==> src/rtl/dma_read_drain_scheduler.sv <==
// Drains the A/B DMA-read completion paths into the device-memory write port.
// Requests complete in issue order; each request's bytes leave as address-tagged bursts
// taken from the selected path's burst-descriptor and data show-ahead FIFOs.
module dma_read_drain_scheduler #(
  parameter int unsigned DATA_W      = 128,
  parameter int unsigned ADDR_W      = 32,
  parameter int unsigned CTR_W       = 8,
  parameter int unsigned ORDER_DEPTH = 4
) (
  input  logic              i_clk,
  input  logic              i_rst,
  input  logic              issue_valid,
  input  logic              issue_path,
  input  logic [31:0]       issue_size,
  output logic              order_full,
  input  logic              a_burst_empty,
  input  logic [ADDR_W-1:0] a_burst_addr,
  input  logic [CTR_W-1:0]  a_burst_ctr,
  output logic              a_burst_rd_en,
  input  logic              b_burst_empty,
  input  logic [ADDR_W-1:0] b_burst_addr,
  input  logic [CTR_W-1:0]  b_burst_ctr,
  output logic              b_burst_rd_en,
  input  logic              a_data_empty,
  input  logic [DATA_W-1:0] a_data_dout,
  input  logic [3:0]        a_data_dwen,
  output logic              a_data_rd_en,
  input  logic              b_data_empty,
  input  logic [DATA_W-1:0] b_data_dout,
  input  logic [3:0]        b_data_dwen,
  output logic              b_data_rd_en,
  output logic              dev_valid,
  input  logic              dev_ready,
  output logic [ADDR_W-1:0] dev_addr,
  output logic [DATA_W-1:0] dev_data,
  output logic [3:0]        dev_dwen,
  output logic              dev_first,
  output logic              dev_last,
  output logic              req_done,
  output logic              req_done_path,
  output logic              err
);

  localparam int unsigned OrdAw = $clog2(ORDER_DEPTH);

  localparam logic [1:0] StIdle = 2'd0;
  localparam logic [1:0] StLoad = 2'd1;
  localparam logic [1:0] StDesc = 2'd2;
  localparam logic [1:0] StData = 2'd3;

  // Issue-order FIFO: {path, size}; extra pointer bit distinguishes full from empty.
  logic [32:0]    ord_mem [ORDER_DEPTH];
  logic [OrdAw:0] ord_wr_q, ord_rd_q;
  logic           ord_empty, ord_full, ord_pop, ord_push, ord_drop;
  logic [32:0]    ord_head;

  logic [1:0]        state_q, state_d;
  logic              sel_q, sel_d;
  logic [31:0]       rem_q, rem_d;
  logic [ADDR_W-1:0] addr_q, addr_d;
  logic [CTR_W:0]    beats_q, beats_d;
  logic              first_q, first_d;
  logic              done_q, done_d;
  logic              done_path_q, done_path_d;
  logic              err_q, err_d;

  logic              sel_burst_empty, sel_data_empty;
  logic [ADDR_W-1:0] sel_burst_addr;
  logic [CTR_W-1:0]  sel_burst_ctr;
  logic [DATA_W-1:0] sel_data_dout;
  logic [3:0]        sel_data_dwen;
  logic              in_data, accept, burst_pop, is_last, over;
  logic [31:0]       beat_bytes, rem_next;

  // Bytes carried by a beat, set by its highest enabled DW.
  function automatic logic [31:0] dwen_bytes(input logic [3:0] d);
    casez (d)
      4'b1???: dwen_bytes = 32'd16;
      4'b01??: dwen_bytes = 32'd12;
      4'b001?: dwen_bytes = 32'd8;
      4'b0001: dwen_bytes = 32'd4;
      default: dwen_bytes = 32'd0;
    endcase
  endfunction

  // Order FIFO status and handshakes; a pop in the same cycle frees room for a write.
  always_comb begin
    ord_empty = (ord_wr_q == ord_rd_q);
    ord_full  = (ord_wr_q[OrdAw] != ord_rd_q[OrdAw]) &&
                (ord_wr_q[OrdAw-1:0] == ord_rd_q[OrdAw-1:0]);
    ord_head  = ord_mem[ord_rd_q[OrdAw-1:0]];
    ord_pop   = (state_q == StLoad);
    ord_push  = issue_valid && (!ord_full || ord_pop);
    ord_drop  = issue_valid && ord_full && !ord_pop;
  end

  // Order FIFO storage; data needs no reset.
  always_ff @(posedge i_clk) begin
    if (ord_push) ord_mem[ord_wr_q[OrdAw-1:0]] <= {issue_path, issue_size};
  end

  // Order FIFO pointers.
  always_ff @(posedge i_clk) begin
    if (i_rst) begin
      ord_wr_q <= '0;
      ord_rd_q <= '0;
    end else begin
      if (ord_push) ord_wr_q <= ord_wr_q + 1'b1;
      if (ord_pop)  ord_rd_q <= ord_rd_q + 1'b1;
    end
  end

  // Selected-path muxing and beat handshake; reset blocks any pop immediately.
  always_comb begin
    sel_burst_empty = sel_q ? b_burst_empty : a_burst_empty;
    sel_burst_addr  = sel_q ? b_burst_addr  : a_burst_addr;
    sel_burst_ctr   = sel_q ? b_burst_ctr   : a_burst_ctr;
    sel_data_empty  = sel_q ? b_data_empty  : a_data_empty;
    sel_data_dout   = sel_q ? b_data_dout   : a_data_dout;
    sel_data_dwen   = sel_q ? b_data_dwen   : a_data_dwen;
    in_data         = (state_q == StData) && !i_rst;
    dev_valid       = in_data && !sel_data_empty;
    accept          = dev_valid && dev_ready;
    burst_pop       = (state_q == StDesc) && !sel_burst_empty && !i_rst;
    is_last         = (beats_q == (CTR_W+1)'(1));
    beat_bytes      = dwen_bytes(sel_data_dwen);
    over            = (beat_bytes > rem_q);
    rem_next        = over ? 32'd0 : rem_q - beat_bytes;
  end

  // Drain FSM next state and datapath updates.
  always_comb begin
    state_d     = state_q;
    sel_d       = sel_q;
    rem_d       = rem_q;
    addr_d      = addr_q;
    beats_d     = beats_q;
    first_d     = first_q;
    done_d      = 1'b0;
    done_path_d = done_path_q;
    err_d       = err_q || ord_drop;
    case (state_q)
      StIdle: if (!ord_empty) state_d = StLoad;
      StLoad: begin
        sel_d = ord_head[32];
        rem_d = ord_head[31:0];
        if (ord_head[31:0] == 32'd0) begin
          done_d      = 1'b1;
          done_path_d = ord_head[32];
          state_d     = StIdle;
        end else begin
          state_d = StDesc;
        end
      end
      StDesc: if (burst_pop) begin
        addr_d  = sel_burst_addr;
        beats_d = {1'b0, sel_burst_ctr} + (CTR_W+1)'(1);
        first_d = 1'b1;
        state_d = StData;
      end
      StData: if (accept) begin
        addr_d  = addr_q + ADDR_W'(16);
        beats_d = beats_q - (CTR_W+1)'(1);
        rem_d   = rem_next;
        first_d = 1'b0;
        if (beat_bytes == 32'd0 || over) err_d = 1'b1;
        if (is_last) begin
          if (rem_next == 32'd0) begin
            done_d      = 1'b1;
            done_path_d = sel_q;
            state_d     = StIdle;
          end else begin
            state_d = StDesc;
          end
        end else if (rem_next == 32'd0) begin
          // Request exhausted mid-burst: flag it but keep draining the burst.
          err_d = 1'b1;
        end
      end
      default: state_d = StIdle;
    endcase
  end

  // State registers.
  always_ff @(posedge i_clk) begin
    if (i_rst) begin
      state_q     <= StIdle;
      sel_q       <= 1'b0;
      rem_q       <= '0;
      addr_q      <= '0;
      beats_q     <= '0;
      first_q     <= 1'b0;
      done_q      <= 1'b0;
      done_path_q <= 1'b0;
      err_q       <= 1'b0;
    end else begin
      state_q     <= state_d;
      sel_q       <= sel_d;
      rem_q       <= rem_d;
      addr_q      <= addr_d;
      beats_q     <= beats_d;
      first_q     <= first_d;
      done_q      <= done_d;
      done_path_q <= done_path_d;
      err_q       <= err_d;
    end
  end

  // Output assignments; the non-selected path is never popped.
  always_comb begin
    order_full    = ord_full;
    a_burst_rd_en = burst_pop && !sel_q;
    b_burst_rd_en = burst_pop && sel_q;
    a_data_rd_en  = accept && !sel_q;
    b_data_rd_en  = accept && sel_q;
    dev_addr      = addr_q;
    dev_data      = in_data ? sel_data_dout : '0;
    dev_dwen      = in_data ? sel_data_dwen : 4'b0000;
    dev_first     = in_data && first_q;
    dev_last      = in_data && is_last;
    req_done      = done_q;
    req_done_path = done_path_q;
    err           = err_q;
  end

endmodule
==> config.mk <==
export PLATFORM = sky130hd
export DESIGN_NAME = dma_read_drain_scheduler
export DESIGN_NICKNAME = d
export VERILOG_FILES = /design/src/rtl/dma_read_drain_scheduler.sv
export SDC_FILE = /design/constraint.sdc
export NUM_CORES = 1
export LEC_CHECK = 0
export ABC_CLOCK_PERIOD_IN_PS = 4600
export BUFFER_PORTS_ARGS = -buffer_cell sky130_fd_sc_hd__buf_2
export CAP_MARGIN = 20
export CORE_AREA = 2 2 220 222
export DETAILED_ROUTE_END_ITERATION = 16
export DIE_AREA = 0 0 222 224
export PLACE_DENSITY = 0.52
export SLEW_MARGIN = 0
export SYNTH_ARGS = -nofsm -noshare
export SYNTH_HDL_FRONTEND = slang
export SYNTH_SLANG_ARGS = --single-unit
==> constraint.sdc <==
create_clock -name i_clk -period 4.6 [get_ports i_clk]
set_input_delay 0.23 -clock i_clk [delete_from_list [all_inputs] [get_ports i_clk]]
set_output_delay 0.23 -clock i_clk [all_outputs]
set_load 0.02 [all_outputs]
==> results.json <==
{
  "cts_sinks": 220,
  "htreeDepth": 1,
  "drc": 0,
  "synth-edff-count": 132,
  "fmaxAchievable_mhz": 246.4,
  "path_clk_slew_ns": 0.07,
  "cts_buffer_depth": 3,
  "synth_cell_types": 74,
  "io_buffers": 559,
  "hp-class": "input port to flop",
  "clk_latency_ns": 0.57,
  "final.setup.tns_ns": 0,
  "rows": 80,
  "die_area_sq_um": 49730,
  "leakage_uw": 0.007103,
  "ys_ff_latch": 220,
  "die_h_um": 224,
  "antenna_found_initial": 26,
  "drive_gt1_frac": 0.3671,
  "groute.usage.overall": 0.2925,
  "initial_core_util": 0.2713,
  "drt-total-wl_um": 75190,
  "gp_congestion": 1.066,
  "routedWlPerCell_um": 30.09,
  "cap_violations": 0,
  "final_hold_viol_count": 0,
  "critPathRequiredTime_ns": 5.08,
  "die_w_um": 222,
  "async_reset_ff_frac": 0,
  "fin_cells": 2499,
  "synth_area_sq_um": 12840,
  "grt.overflow.total": 0,
  "min_period_ns": 4.058,
  "max_slew_margin": 0.3308,
  "post-place-cells": 2408,
  "holdWs_ns": 0.03299,
  "power_density_nw_per_um2": 457.1,
  "area_growth_pct": 35.87,
  "fin_crit_sh": 0.8821,
  "synth_ff_type": "edfxtp_1",
  "via_per_inst": 5.124,
  "post-dp-hpwl_um": 61620,
  "fin_nets": 2252,
  "final_cell_mix": "buf_2, nor2_1, mux2i_1, edfxtp_1",
  "cp-end-kind": "flop",
  "cts_tree": "yes",
  "first_pass_iters": 5,
  "worst_pin_slew_ns": 1.004,
  "final_common_cell": "buf_2",
  "status": "finished, final reports clean",
  "crit_fanout": 10,
  "io-pin-count": 560,
  "cts_buffers": 26,
  "cts_root_buffer": "clkbuf_16",
  "ir_drop_mv": 0.3581,
  "path_class": "flop to flop",
  "rsz0062_at_grt": "false",
  "clock_skew_ns": 0.01994,
  "setup_violations": 0,
  "grt_pass1_vias": 12370,
  "cp.arrival_ns": 4.53,
  "syn_inst": 1313,
  "grt_pass1_wl_um": 99970,
  "drtIter0Drc": 1156,
  "via_count": 12810,
  "crit_path_start_kind": "flop",
  "grt_max_degree": 135,
  "maxSlewViolCount": 0,
  "ant_nets": 0,
  "ys_seq_area_frac": 0.4458,
  "cts_resized": 0,
  "synth_fp_nets": 1711,
  "yosys_warnings": 0,
  "syn_avg_cell_area_sq_um": 9.782,
  "core_area_sq_um": 47350
}
-- flip-flops by register name, indices dropped and copies added, names as in the netlist, named ones only --
signal         flops
first_q            1
ord_mem          132
beats_q            9
ord_wr_q           3
req_done_path      1
state_q            2
rem_q             32
err                1
req_done           1
ord_rd_q           3
sel_q              1
dev_addr          32
-- logic make-up (layout without fill, tap and decap cells) --
group	Yosys count	in the layout	synth area share
muxes	203	203	0.1910
other	0	10	0
adders and majority gates	13	13	0.01325
DFF	220	220	0.4458
buffers and inverters	110	671	0.03497
AOI/OAI and AO/OA	235	235	0.1160
xor gates and xnor gates	23	23	0.01568
and+or+nand+nor	509	509	0.1832
-- final cells by class --
type,instances,area (sq um)
Inverter,13,48.80
Multi-Input combinational cell,983,6689
Antenna cell,10,25.02
Fill cell,4848,29890
Sequential cell,220,5732
Clock inverter,18,216.5
Clock buffer,30,665.6
Tap cell,615,769.5
Timing Repair Buffer,610,3304
-- per-stage QoR --
stage	power, uW	area, sq um	setup slack [ns]	utilization
after detailed placement	5814	16210	0.6123	0.3424
after global routing	8378	17440	0.2705	0.3684
after floorplan	4797	12840	0.2551	-
final	7976	17450	0.5423	0.3686
after global placement	5786	16200	0.7283	0.3422
after CTS	7995	17430	0.5553	0.3681
-- where the power goes --
part | leakage, uW | total (uW) | internal (uW) | switching [uW]
clock network | 0.000431 | 2140 | 1270 | 869
registers | 0.00193 | 2550 | 2290 | 265
logic | 0.00474 | 3290 | 1330 | 1960
total | 0.00710 | 7980 | 4880 | 3090
-- synth_stat cells, types with 15 or more instances --
cell type	n	area, sq um
o21ai_0	67	335.3
edfxtp_1	132	3964
xnor2_1	15	131.4
dfxtp_1	88	1762
mux2i_1	163	1632
clkbuf_1	57	214.0
nor2_1	263	987.2
nor4_1	15	93.84
nand2_1	86	322.8
nand3_1	19	95.09
a22oi_1	20	150.1
mux4_2	33	743.2
nor3_1	38	190.2
and2_1	15	93.84
a21oi_1	71	355.3
buf_1	25	93.84
-- layer usage --
| layer | routed length (um) | share of wire | track usage |
|---|---|---|---|
| met5 | 51 | 0.00068 | 0 |
| met4 | 4743 | 0.063 | 0.1541 |
| met3 | 4297 | 0.057 | 0.04643 |
| met2 | 34990 | 0.47 | 0.4859 |
| met1 | 31110 | 0.41 | 0.3672 |
-- worst paths after layout --
path                    from          end  slack [ns]  cells after the start
min reg2reg          first_q      first_q        0.47                      2
max reg2reg            sel_q          err        0.54                     14
min          a_burst_addr[1]  dev_addr[1]        0.03                      5
max                    sel_q          err        0.54                     14
-- critical path, cell delays in order, from the launching register on --
cell and delay, ns:
dfxtp_4 0.42, mux2i_1 0.27, o311a_1 0.25, ha_1 0.21
inv_1 0.07, fa_1 0.45, a211oi_4 0.33, nand4_4 0.21
nor3_2 0.33, and2_1 0.34, nor2_1 0.12, a21oi_2 0.17
and3_1 0.20, or4b_1 0.43, a21oi_1 0.15
-- timing repair --
action | CTS | global route
hold buffers | 33 | 0
setup buffers | 0 | 0
endpoints found under the hold margin | 132 | 0
Power figures use the tool's default switching activity.
